## src/rtl/md_pkg.sv

```systemverilog
// md_pkg: definitions shared by the multiply/divide issue controller.
//   - ALUOP codes for the four HI/LO producing operations and the idle code
//   - default busy latencies and counter width
//   - controller state encoding
//   - decode helpers is_md_op / is_div_op
package md_pkg;

    localparam logic [4:0] MD_MULT  = 5'b10001;
    localparam logic [4:0] MD_MULTU = 5'b10010;
    localparam logic [4:0] MD_DIV   = 5'b10011;
    localparam logic [4:0] MD_DIVU  = 5'b10100;
    localparam logic [4:0] MD_NOP   = 5'b00000;

    localparam int unsigned MD_MUL_CYCLES_DEF = 5;
    localparam int unsigned MD_DIV_CYCLES_DEF = 10;
    localparam int unsigned MD_CNT_W_DEF      = 4;

    typedef enum logic {
        ST_IDLE,
        ST_BUSY
    } md_state_e;

    function automatic logic is_md_op(input logic [4:0] op);
        return (op == MD_MULT) || (op == MD_MULTU) ||
               (op == MD_DIV)  || (op == MD_DIVU);
    endfunction

    function automatic logic is_div_op(input logic [4:0] op);
        return (op == MD_DIV) || (op == MD_DIVU);
    endfunction

endpackage

```

## src/rtl/md_latency_cnt.sv

```systemverilog
// md_latency_cnt: loadable down-counter tracking the remaining busy cycles
// of the multiply/divide unit.
//   clk        system clock
//   rst        synchronous active-high reset (count -> 0)
//   i_load     load i_load_val this edge (takes priority over decrement)
//   i_load_val latency to load
//   i_dec      decrement this edge (saturates at 0)
//   o_last     count == 1, i.e. the final busy cycle
module md_latency_cnt
    import md_pkg::*;
#(
    parameter int unsigned CNT_W = MD_CNT_W_DEF
) (
    input  logic             clk,
    input  logic             rst,
    input  logic             i_load,
    input  logic [CNT_W-1:0] i_load_val,
    input  logic             i_dec,
    output logic             o_last
);

    logic [CNT_W-1:0] r_count;

    always_ff @(posedge clk) begin
        if (rst) begin
            r_count <= '0;
        end else if (i_load) begin
            r_count <= i_load_val;
        end else if (i_dec && (r_count != '0)) begin
            r_count <= r_count - 1'b1;
        end
    end

    assign o_last = (r_count == CNT_W'(1));

endmodule

```

## src/rtl/md_issue_ctrl.sv

```systemverilog
// md_issue_ctrl: issue/occupancy controller in front of the HI/LO
// multiply-divide unit. Latches operands and op code of an accepted
// mult/multu/div/divu and holds them at the unit inputs for the op latency,
// and stalls decode for HI/LO accesses or new mul/div while occupied.
//   clk, rst     clock, synchronous active-high reset
//   start        EX holds a valid mul/div this cycle
//   op_in        ALUOP of the EX instruction
//   rs_val       forwarded rs operand
//   rt_val       forwarded rt operand
//   flush        EX instruction is being cancelled
//   hilo_use_d   decode holds mfhi/mflo/mthi/mtlo
//   md_in_d      decode holds mult/multu/div/divu
//   da_out       operand A to MUL_DIV
//   db_out       operand B to MUL_DIV
//   aluop_out    op code to MUL_DIV (MD_NOP when idle)
//   busy         unit occupied
//   done         pulse in the last busy cycle
//   stall        freeze PC/IF-ID, bubble into EX
module md_issue_ctrl
    import md_pkg::*;
#(
    parameter int unsigned MUL_CYCLES = MD_MUL_CYCLES_DEF,
    parameter int unsigned DIV_CYCLES = MD_DIV_CYCLES_DEF,
    parameter int unsigned CNT_W      = MD_CNT_W_DEF
) (
    input  logic        clk,
    input  logic        rst,
    input  logic        start,
    input  logic [4:0]  op_in,
    input  logic [31:0] rs_val,
    input  logic [31:0] rt_val,
    input  logic        flush,
    input  logic        hilo_use_d,
    input  logic        md_in_d,
    output logic [31:0] da_out,
    output logic [31:0] db_out,
    output logic [4:0]  aluop_out,
    output logic        busy,
    output logic        done,
    output logic        stall
);

    md_state_e        r_state;
    md_state_e        w_state_nxt;
    logic             w_accept;
    logic             w_last;
    logic [CNT_W-1:0] w_load_val;

    always_ff @(posedge clk) begin
        if (rst) begin
            r_state <= ST_IDLE;
        end else begin
            r_state <= w_state_nxt;
        end
    end

    // A start seen while BUSY is ignored: only IDLE can accept, and flush
    // only cancels an instruction that has not been accepted yet.
    always_comb begin
        w_state_nxt = r_state;
        w_accept    = 1'b0;
        busy        = 1'b0;
        done        = 1'b0;
        case (r_state)
            ST_IDLE: begin
                if (start && !flush && is_md_op(op_in)) begin
                    w_accept    = 1'b1;
                    w_state_nxt = ST_BUSY;
                end
            end
            ST_BUSY: begin
                busy = 1'b1;
                if (w_last) begin
                    done        = 1'b1;
                    w_state_nxt = ST_IDLE;
                end
            end
            default: w_state_nxt = ST_IDLE;
        endcase
    end

    // Covers the accept cycle too, so a dependent decode instruction is
    // held before the unit's busy flag is even registered.
    assign stall      = (hilo_use_d | md_in_d) & (busy | w_accept);
    assign w_load_val = is_div_op(op_in) ? CNT_W'(DIV_CYCLES) : CNT_W'(MUL_CYCLES);

    always_ff @(posedge clk) begin
        if (rst) begin
            da_out    <= '0;
            db_out    <= '0;
            aluop_out <= MD_NOP;
        end else if (w_accept) begin
            da_out    <= rs_val;
            db_out    <= rt_val;
            aluop_out <= op_in;
        end else if (done) begin
            // Operands stay put; the NOP code makes MUL_DIV hold HI/LO.
            aluop_out <= MD_NOP;
        end
    end

    md_latency_cnt #(
        .CNT_W (CNT_W)
    ) u_cnt (
        .clk        (clk),
        .rst        (rst),
        .i_load     (w_accept),
        .i_load_val (w_load_val),
        .i_dec      (busy),
        .o_last     (w_last)
    );

endmodule
```

## config.mk

```make
export PLATFORM = sky130hd
export DESIGN_NAME = md_issue_ctrl
export DESIGN_NICKNAME = d
export VERILOG_FILES = /design/src/rtl/md_pkg.sv /design/src/rtl/md_latency_cnt.sv /design/src/rtl/md_issue_ctrl.sv
export SDC_FILE = /design/constraint.sdc
export NUM_CORES = 1
export LEC_CHECK = 0
export ABC_AREA = 1
export CAP_MARGIN = 5
export CORE_ASPECT_RATIO = 0.75
export CORE_MARGIN = 2
export CORE_UTILIZATION = 36
export DETAILED_ROUTE_END_ITERATION = 16
export PLACE_DENSITY = 0.76
export RECOVER_POWER = 100
export SYNTH_ARGS = -nofsm -noshare
export SYNTH_HDL_FRONTEND = slang
export SYNTH_SLANG_ARGS = --single-unit
```

## constraint.sdc

```tcl
create_clock -name clk -period 1.2 [get_ports clk]
set_input_delay 0.24 -clock clk [delete_from_list [all_inputs] [get_ports clk]]
set_output_delay 0.24 -clock clk [all_outputs]
set_load 0.01 [all_outputs]
```

==> flow_metrics.py, run 1 <==
metrics = {
    "cts": {
        "clkSinkCount": 74,
        "cts.reportedPaths.clkPinSlew_ns": 0.08,
        "ctsHoldBuffers": 0,
        "insertion_delay_ns": 0.37,
        "tritoncts": "built",
        "h-tree-depth": 3,
        "cts_made_buffers": 9,
        "cts_root_buf": "clkbuf_8",
        "cts.path.max_buffers": 2,
    },
    "synthesis": {
        "synth_edf_count": 0,
        "yosys.area.top_type_share_pct": 50.9,
        "ys_seq_area_share_pct": 50.9,
        "yosys-top-cells-area": "dfxtp_1 51%, nand2_1 16%, a21oi_1 8.6%, a21oi_2 6.0%, nand2_2 4.5%",
        "netlist_instances": 365,
        "syn_nets": 442,
        "synth_cell_types": 23,
        "synth_top_area_cell": "dfxtp_1",
        "async_flop_share_pct": 0,
        "yosysWarnings": 0,
        "ys_ff_latch": 74,
        "syn_area_sq_mm": 0.00291,
        "syn_avg_cell_area_sq_um": 7.97,
        "synth_ff_type": "dfxtp_1",
    },
    "floorplanning": {
        "floorplan.initialDensity_pct": 36.9,
        "die_y_microns": 81.9,
        "die_area_sq_mm": 0.00882,
        "core-area_sq_mm": 0.00788,
        "die_w_microns": 108,
        "num_rows": 28,
        "io_pins": 147,
    },
    "setup_path": {
        "crit_type": "flop to output pin",
        "crit_end": "done",
        "r2r_cells": 8,
        "worstPathRequired_ns": 0.96,
        "r2r-end": "u_cnt.r_count[0]",
        "end_kind": "output pin",
        "r2r_start": "r_state",
        "reg2reg_slack_ns": -0.22,
        "worstPathArrival_ns": 1.20,
        "critPathMaxFanout": 2,
        "startpoint_type": "flop",
        "crit_path_start": "u_cnt.r_count[1]",
    },
    "finish": {
        "fin_cells": 679,
        "nNetsFinal": 647,
        "syn_to_final_growth_pct": 112,
        "fin_util_pct": 78.3,
        "antenna_cells": 0,
        "fill_cells": 498,
        "final_layout_size_suffix_gt1_share_pct": 69.0,
    },
    "timing": {
        "hold_viol_final": 0,
        "fin_crit_ns": 1.44,
        "fin_skew_ns": 0.0113,
        "tns_ns": -10.71,
        "slew_violations": 0,
        "rsz0062_at_grt": "true",
        "setup_viol": 76,
        "fin_crit_sh_pct": 120,
        "worst_pin_slew_ns": 0.303,
        "layout_setup_ws_ns": -0.242,
        "fmax_ghz": 0.693,
        "slew_headroom_pct": 79.7,
    },
    "place": {
        "gp_congestion": 0.879,
        "dp_cells": 614,
        "dp_hpwl_mm": 5.75,
        "io_buffers": 146,
    },
    "route": {
        "via_per_inst": 4.98,
        "drc": 0,
        "wl_per_cell_microns": 18.3,
        "routed_wl_mm": 12.4,
        "final_antenna_net_count": 0,
        "via_count": 3381,
        "drt_iter0_drc": 143,
        "drt_first_pass_iters": 4,
    },
    "run_status": {
        "status": "complete, but fails checks",
        "violations": "setup timing",
    },
    "global_route": {
        "grt_pass1_vias": 3352,
        "antenna_found_initial": 0,
        "grt_usage_pct": 25.0,
        "grt_pass1_wl_mm": 16.7,
        "grt_max_degree": 40,
        "overflow": 0,
    },
    "power": {
        "internal_power_mw": 3.88,
        "combinationalPowerShare_pct": 16.1,
        "power_frac_clock_pct": 36.0,
        "cellPowerDensity_mw_per_mm2": 850,
        "sw_frac_of_total_pct": 26.2,
        "max-vdd-ir-drop_mv": 0.500,
        "power_switching_mw": 1.37,
        "p_leak_nw": 2.72,
        "seqPwrFrac_pct": 47.9,
    },
    "run": {
        "max-cap-violations": 0,
    },
    "worst_hold_path": {
        "holdCritPathClass": "input pin to flop",
    },
}
==> worst max-delay path: stages (launching register included) <==
cell and delay, ns:
dfxtp_2 0.34, inv_2 0.10, ha_4 0.15, nand3_4 0.08
inv_2 0.08, buf_6 0.10
==> synth_stat cells (all sizes together), types with 2 or more instances <==
master,count
a21oi,70
buf,13
clkbuf,10
dfxtp,74
ha,2
inv,19
nand2,147
nand3,11
nor2,10
o21ai,4
==> registers in the layout, indices dropped and copies added, names as in the netlist <==
| name | cells |
|---|---|
| da_out | 32 |
| db_out | 32 |
| aluop_out | 5 |
| u_cnt.r_count | 4 |
| r_state | 1 |
==> timing repair <==
item,4_1_cts,5_1_grt
gates cloned,11,0
pin swaps,49,65
endpoints found under the setup margin,145,143
hold endpoints to repair,0,0
buffers inserted,35,18
resized for setup,361,235
==> placed cells by master, fill, tap and decap left out, types with 2 or more instances in the layout <==
cell type / synthesis / final
clkdlybuf4s15_2: 0 / 11
buf_8: 2 / 5
inv_2: 1 / 10
inv_1: 18 / 6
dfxtp_1: 74 / 42
buf_6: 2 / 17
clkinv_2: 0 / 2
dfxtp_2: 0 / 28
dfxtp_4: 0 / 4
clkdlybuf4s50_1: 0 / 66
o21ai_1: 0 / 2
ha_4: 0 / 2
dlygate4sd2_1: 0 / 2
clkbuf_1: 10 / 7
inv_8: 0 / 2
nand3_2: 0 / 5
nor2_4: 0 / 4
buf_12: 0 / 12
nand3_4: 1 / 5
buf_4: 1 / 33
a21oi_1: 50 / 2
buf_2: 8 / 22
nor2_1: 9 / 4
clkbuf_8: 0 / 9
a21oi_2: 20 / 67
buf_16: 0 / 8
clkbuf_2: 0 / 34
nand2_1: 126 / 39
nand2_2: 21 / 32
nor2_2: 1 / 2
nand2_4: 0 / 75
==> cell families after synthesis <==
| kind of cell | share of synthesized area, % |
|---|---|
| buf+inv | 7.18 |
| xor+xnor | 0.602 |
| simple gates | 25.1 |
| flops | 50.9 |
| compound gates | 15.3 |
| fa+ha+maj | 0.860 |
==> layout make-up <==
class | instances | area (sq um) | area share [%]
Clock buffer | 10 | 128 | 2.07
Clock inverter | 5 | 56.3 | 0.912
Inverter | 19 | 88.8 | 1.44
Multi-Input combinational cell | 249 | 2150 | 34.8
Sequential cell | 74 | 1530 | 24.8
Tap cell | 105 | 131 | 2.13
Timing Repair Buffer | 217 | 2090 | 33.8
==> stage by stage <==
stage          hold WS [ns]  total power, mW  area [sq um]  setup WS (ns)
4_1_cts               0.168             5.13          5860         -0.189
3_5_place_dp          0.456             3.13          4600          -1.00
5_1_grt               0.176             5.43          6170         -0.288
6_report              0.182             5.25          6170         -0.242
3_3_place_gp          0.448             3.12          4600         -0.979
2_1_floorplan         0.374             2.75          2940        -0.0215
==> per-layer routing <==
layer	track usage [%]	part of all wire, %	up-vias
met5	0	0	-
met4	9.74	3.1	0
met3	7.86	6.3	39
met2	42.5	51	147
met1	29.7	40	1625
li1	-	-	1570
==> worst min path at each step <==
stage,from,to,slack [ns],cells after the start
after floorplan,rt_val[18],db_out[18],0.37,2
after CTS,op_in[1],aluop_out[1],0.17,3
after global routing,op_in[0],aluop_out[0],0.18,3
after global placement,aluop_out[3],aluop_out[3],0.45,2
after detailed placement,db_out[11],db_out[11],0.46,2
final,op_in[0],aluop_out[0],0.18,3
==> power by group through the flow <==
| stage | sequential (mW) | combinational, mW | clock, mW |
|---|---|---|---|
| global placement | 2.57 | 0.559 | 0 |
| detailed placement | 2.57 | 0.567 | 0 |
| finish | 2.51 | 0.846 | 1.89 |
| floorplan | 2.58 | 0.168 | 0 |
| global route | 2.52 | 0.887 | 2.03 |
| CTS | 2.51 | 0.726 | 1.89 |
Power figures use the tool's default switching activity.
==> inputs of run 2 (changes only) <==
--- a/config.mk
+++ b/config.mk
@@ -9,9 +9,10 @@
 export CAP_MARGIN = 5
 export CORE_ASPECT_RATIO = 0.75
 export CORE_MARGIN = 2
-export CORE_UTILIZATION = 36
+export CORE_UTILIZATION = 56
 export DETAILED_ROUTE_END_ITERATION = 16
-export PLACE_DENSITY = 0.76
+export DONT_BUFFER_PORTS = 1
+export PLACE_DENSITY = 0.81
 export RECOVER_POWER = 100
 export SYNTH_ARGS = -nofsm -noshare
 export SYNTH_HDL_FRONTEND = slang
==> run 2 against run 1 <==
  * The flow finishes with violations (hold timing, setup timing)
  * Critical path depth is 1 lower
  * Via count down 29%
  * Worst hold slack got worse by 0.21 ns
  * Combinational power decreased by 75%
  * Sequential share of layout area up 18 points
==> flow_metrics.py, run 2 (synthesized netlist as in run 1, its figures left out) <==
metrics = {
    "route": {
        "drc": 0,
        "drt_first_pass_iters": 4,
        "routed_wl_mm": 6.86,
        "wl_per_cell_microns": 15.7,
        "via_count": 2400,
        "final_antenna_net_count": 0,
        "via_per_inst": 5.50,
        "drt_iter0_drc": 148,
    },
    "global_route": {
        "grt_pass1_vias": 2159,
        "antenna_found_initial": 0,
        "grt_max_degree": 72,
        "grt_pass1_wl_mm": 9.75,
        "grt_usage_pct": 21.8,
        "overflow": 0,
    },
    "cts": {
        "cts_root_buf": "clkbuf_8",
        "tritoncts": "built",
        "h-tree-depth": 3,
        "insertion_delay_ns": 0.34,
        "cts.path.max_buffers": 2,
        "clkSinkCount": 74,
        "cts.reportedPaths.clkPinSlew_ns": 0.07,
        "cts_made_buffers": 9,
    },
    "setup_path": {
        "cpMaxStageDelayCell": "dfxtp_2",
        "critPathMaxFanout": 3,
        "end_kind": "output pin",
        "worstPathRequired_ns": 0.96,
        "crit_type": "flop to output pin",
        "worstPathArrival_ns": 1.06,
        "startpoint_type": "flop",
        "r2r_cells": 8,
        "max_stage_delay_ns": 0.34,
        "path_cells": "buf_6, ha_4, nand3_4, inv_4",
    },
    "finish": {
        "nNetsFinal": 448,
        "antenna_cells": 0,
        "multi_input_area_sq_mm": 0.00132,
        "seqCellArea_sq_mm": 0.00149,
        "fin_area_sq_mm": 0.00347,
        "fill_cells": 402,
        "syn_to_final_growth_pct": 19.3,
        "final_common_cell": "nand2_1",
        "final_layout_size_suffix_gt1_share_pct": 27.7,
        "reg_top3": "da_out: 32 flops, db_out: 32 flops, aluop_out: 5 flops",
        "layout_common_cells": "122 x nand2_1, 69 x dfxtp_1, 48 x a21oi_1",
    },
    "power": {
        "internal_power_mw": 3.96,
        "combinationalPowerShare_pct": 4.2,
        "power_switching_mw": 1.02,
        "p_leak_nw": 1.23,
        "max-vdd-ir-drop_mv": 0.927,
        "sw_frac_of_total_pct": 20.5,
        "power_frac_clock_pct": 45.0,
        "cellPowerDensity_mw_per_mm2": 1440,
        "seqPwrFrac_pct": 50.8,
        "p_total_mw": 4.99,
    },
    "floorplanning": {
        "core-area_sq_mm": 0.00495,
        "die_w_microns": 87.2,
        "floorplan.initialDensity_pct": 58.7,
        "die_y_microns": 66.4,
        "die_area_sq_mm": 0.00579,
        "io_pins": 147,
        "num_rows": 22,
    },
    "run_status": {
        "violations": "hold timing, setup timing",
        "status": "complete, but fails checks",
    },
    "place": {
        "io_buffers": 0,
        "placed_cell_area_sq_mm": 0.00300,
        "dp_hpwl_mm": 4.40,
        "gp_congestion": 0.740,
    },
    "timing": {
        "hold_ws_ns": -0.0321,
        "layout_setup_ws_ns": -0.0979,
        "fin_crit_sh_pct": 108,
        "slew_headroom_pct": 70.6,
        "setup_viol": 6,
        "rsz0062_at_grt": "true",
        "fmax_ghz": 0.770,
        "fin_skew_ns": 0.00438,
        "slew_violations": 0,
        "fin_crit_ns": 1.30,
        "worst_pin_slew_ns": 0.439,
        "hold_viol_final": 61,
    },
    "worst_hold_path": {
        "whs_path_depth": 1,
        "holdCritPathClass": "input pin to flop",
    },
    "run": {
        "max-cap-violations": 0,
    },
}
==> run 2: critical path, delay by kind of cell, from the launching register on <==
family | cells | cell delay, ns
and+or+nand+nor | 1 | 0.07
DFF | 1 | 0.34
adders and majority gates | 1 | 0.12
buffers and inverters | 2 | 0.18
==> run 2: layout make-up <==
class	instances	area share, %
inverters	19	2.70
flip-flops and latches	74	42.9
clock inverters	5	2.96
multi-input cells	249	38.0
repair buffers	18	7.50
well taps	60	2.16
clock buffers	11	3.79
==> run 2: per-layer routing <==
| layer | track usage [%] | vias to the layer above | wire [microns] |
|---|---|---|---|
| met1 | 23.2 | 1118 | 2700 |
| met3 | 10.7 | 10 | 569 |
| met2 | 38.4 | 102 | 3520 |
| met4 | 6.35 | 0 | 73 |
| met5 | 0 | - | 0 |
| li1 | - | 1170 | - |
==> run 2: what timing repair did <==
item,4_1_cts,5_1_grt
resized for setup,20,25
buffers inserted,2,3
pin swaps,2,7
endpoints found under the hold margin,70,70
setup endpoints to repair,9,66
gates cloned,0,3
==> run 2: worst paths after layout <==
check        slack (ns)             start               end
max                -0.1  u_cnt.r_count[0]              done
min               -0.03               rst         da_out[8]
max reg2reg       -0.05  u_cnt.r_count[0]  u_cnt.r_count[3]
min reg2reg        0.50         da_out[2]         da_out[2]
==> run 2: power groups by stage <==
stage               sequential [mW]  combinational, mW  clock [mW]
floorplan                      2.58              0.168           0
detailed placement             2.59              0.163           0
finish                         2.53              0.210        2.24
global route                   2.54              0.230        2.40
global placement               2.59              0.155           0
CTS                            2.53              0.177        2.27
==> run 2: per-stage QoR <==
step | setup slack (ns) | setup TNS, ns | hold WS [ns] | instances | utilization [%]
3_5_place_dp | -0.176 | -8.92 | 0.316 | 413 | 60.6
5_1_grt | -0.152 | -0.599 | -0.0598 | 436 | 70.0
6_report | -0.0979 | -0.278 | -0.0321 | 436 | 70.0
4_1_cts | -0.109 | -0.206 | -0.0514 | 431 | 66.8
2_1_floorplan | -0.0215 | -0.0215 | 0.374 | 365 | -
3_3_place_gp | -0.129 | -6.51 | 0.314 | 413 | 60.6
==> inputs of run 3 (changes only) <==
--- a/config.mk
+++ b/config.mk
@@ -9,10 +9,10 @@
 export CAP_MARGIN = 5
 export CORE_ASPECT_RATIO = 0.75
 export CORE_MARGIN = 2
-export CORE_UTILIZATION = 56
+export CORE_UTILIZATION = 65
 export DETAILED_ROUTE_END_ITERATION = 16
 export DONT_BUFFER_PORTS = 1
-export PLACE_DENSITY = 0.81
+export PLACE_DENSITY = 0.88
 export RECOVER_POWER = 100
 export SYNTH_ARGS = -nofsm -noshare
 export SYNTH_HDL_FRONTEND = slang
==> constraint.sdc (replaced) <==
create_clock -name clk -period 1.7 [get_ports clk]
set_input_delay 0.34 -clock clk [delete_from_list [all_inputs] [get_ports clk]]
set_output_delay 0.34 -clock clk [all_outputs]
set_load 0.01 [all_outputs]
==> run 3 against run 2 <==
  * The flow now finishes without violations
  * Sequential power decreased by 29%
  * Global-route usage increased by 1.8 points
  * Wire length decreased by 8.3%
  * Core utilization increased by 0.35 points
  * Count of clock-buffer cells in the layout unchanged
  * Setup slack improved by 0.23 ns
  * Clock skew increased by 0.0081 ns
  * Worst hold slack improved by 0.10 ns
  * Cell area decreased by 11%
  * Via count decreased by 3.8%
  * Critical path type unchanged
  * Critical endpoint unchanged
  * Highest routed layer unchanged
==> flow_metrics.py, run 3 (synthesized netlist as in run 1, its figures left out) <==
metrics = {
    "setup_path": {
        "end_kind": "output pin",
        "cpMaxStageDelayCell": "dfxtp_1",
        "r2r_start": "r_state",
        "startpoint_type": "flop",
        "cpLargestDelayFamily": "flip-flops",
        "critPathMaxFanout": 5,
        "worstPathArrival_ns": 1.23,
        "max_stage_delay_ns": 0.32,
        "r2r-end": "da_out[31]",
        "path_cells": "inv_1, ha_1, nand3_2, inv_2",
        "r2r_cells": 6,
        "reg2reg_slack_ns": 0.26,
        "worstPathRequired_ns": 1.36,
        "crit_type": "flop to output pin",
        "critical_path_depth": 4,
        "path_buf_inv": 2,
    },
    "cts": {
        "clkSinkCount": 74,
        "cts_setup_buffers": 0,
        "h-tree-depth": 3,
        "cts_root_buf": "clkbuf_8",
        "cts.reportedPaths.clkPinSlew_ns": 0.07,
        "insertion_delay_ns": 0.34,
        "tritoncts": "built",
        "cts.path.max_buffers": 2,
        "cts_made_buffers": 9,
    },
    "timing": {
        "slew_headroom_pct": 75.0,
        "worst_pin_slew_ns": 0.373,
        "fin_crit_sh_pct": 92.2,
        "hold_viol_final": 0,
        "fmax_ghz": 0.638,
        "setup_viol": 0,
        "tns_ns": 0,
        "fin_crit_ns": 1.57,
        "slew_violations": 0,
        "fin_skew_ns": 0.0125,
        "rsz0062_at_grt": "false",
    },
    "floorplanning": {
        "floorplan.initialDensity_pct": 66.3,
        "die_y_microns": 61.9,
        "num_rows": 21,
        "die_w_microns": 81.3,
        "die_area_sq_mm": 0.00503,
        "io_pins": 147,
        "core-area_sq_mm": 0.00439,
    },
    "global_route": {
        "grt_max_degree": 72,
        "grt_usage_pct": 23.7,
        "antenna_found_initial": 0,
        "overflow": 0,
        "grt_pass1_wl_mm": 8.85,
        "grt_pass1_vias": 1959,
    },
    "route": {
        "final_antenna_net_count": 0,
        "via_per_inst": 5.50,
        "via_count": 2309,
        "wl_per_cell_microns": 15.0,
        "drt_iter0_drc": 147,
        "drt_first_pass_iters": 4,
        "drc": 0,
        "routed_wl_mm": 6.29,
    },
    "power": {
        "max-vdd-ir-drop_mv": 0.664,
        "p_leak_nw": 1.09,
        "cellPowerDensity_mw_per_mm2": 1120,
        "p_total_mw": 3.47,
    },
    "place": {
        "dp_hpwl_mm": 4.26,
        "placed_cell_area_sq_mm": 0.00291,
        "gp_congestion": 0.831,
        "io_buffers": 0,
    },
    "worst_hold_path": {
        "hold_path_startpoint": "rst",
        "holdPathEnd": "db_out[27]",
        "holdCritPathClass": "input pin to flop",
        "whs_path_depth": 1,
    },
    "run_status": {
        "status": "finished clean",
    },
    "finish": {
        "fin_area_sq_mm": 0.00309,
        "final_layout_size_suffix_gt1_share_pct": 12.4,
        "reg_top3": "da_out: 32 flops, db_out: 32 flops, aluop_out: 5 flops",
        "fill_cells": 349,
        "layout_common_cells": "140 x nand2_1, 74 x dfxtp_1, 55 x a21oi_1",
        "final_common_cell": "nand2_1",
        "nNetsFinal": 435,
        "syn_to_final_growth_pct": 6.15,
        "antenna_cells": 0,
    },
    "run": {
        "max-cap-violations": 0,
    },
}
## run 3: worst max path at each step
stage / to / slack, ns / start
global route: done / 0.04 / u_cnt.r_count[1]
CTS: done / 0.04 / u_cnt.r_count[1]
detailed placement: u_cnt.r_count[3] / 0.10 / op_in[4]
finish: done / 0.13 / u_cnt.r_count[1]
global placement: db_out[15] / 0.20 / op_in[4]
floorplan: db_out[18] / 0.35 / op_in[4]
## run 3: through the flow
stage / hold slack, ns / util, % / worst slack, ns / instances
after CTS: 0.0390 / 71.5 / 0.0362 / 420
after detailed placement: 0.410 / 66.2 / 0.104 / 404
after floorplan: 0.476 / - / 0.348 / 365
after global routing: 0.0330 / 70.4 / 0.0420 / 420
final: 0.0689 / 70.4 / 0.132 / 420
after global placement: 0.411 / 66.2 / 0.199 / 404
## run 3: layer usage
metal	up-vias	part of all wire, %	global-route usage, %
met5	-	0	0
li1	1139	-	-
met4	0	1.1	7.99
met2	102	52	41.6
met3	8	8.8	11.0
met1	1060	38	25.9
## run 3: area by class of cell
type	count	area, sq um	area share [%]
inverters	19	71.3	2.31
flip-flops and latches	74	1480	48.0
repair buffers	5	60.1	1.94
clock inverters	5	103	3.32
clock buffers	11	131	4.25
well taps	57	71.3	2.31
multi-input cells	249	1170	37.9
## run 3: what timing repair did
action / in CTS / in global routing
gates resized for setup: 0 / 2
hold buffers: 0 / 0
endpoints found under the setup margin: 0 / 1
## run 3: worst register-to-register path, cell delays in order, from the launching register on
cell and delay [ns]:
dfxtp_1 0.32, inv_1 0.12, nand3_4 0.14, inv_1 0.16
clkbuf_2 0.31, nand2_1 0.13, a21oi_1 0.18
## run 3: power breakdown
| part | internal (mW) | switching, mW | total [mW] |
|---|---|---|---|
| sequential | 1.76 | 0.0278 | 1.79 |
| combinational | 0.0387 | 0.0624 | 0.101 |
| clock | 0.974 | 0.613 | 1.59 |
| total | 2.77 | 0.703 | 3.47 |
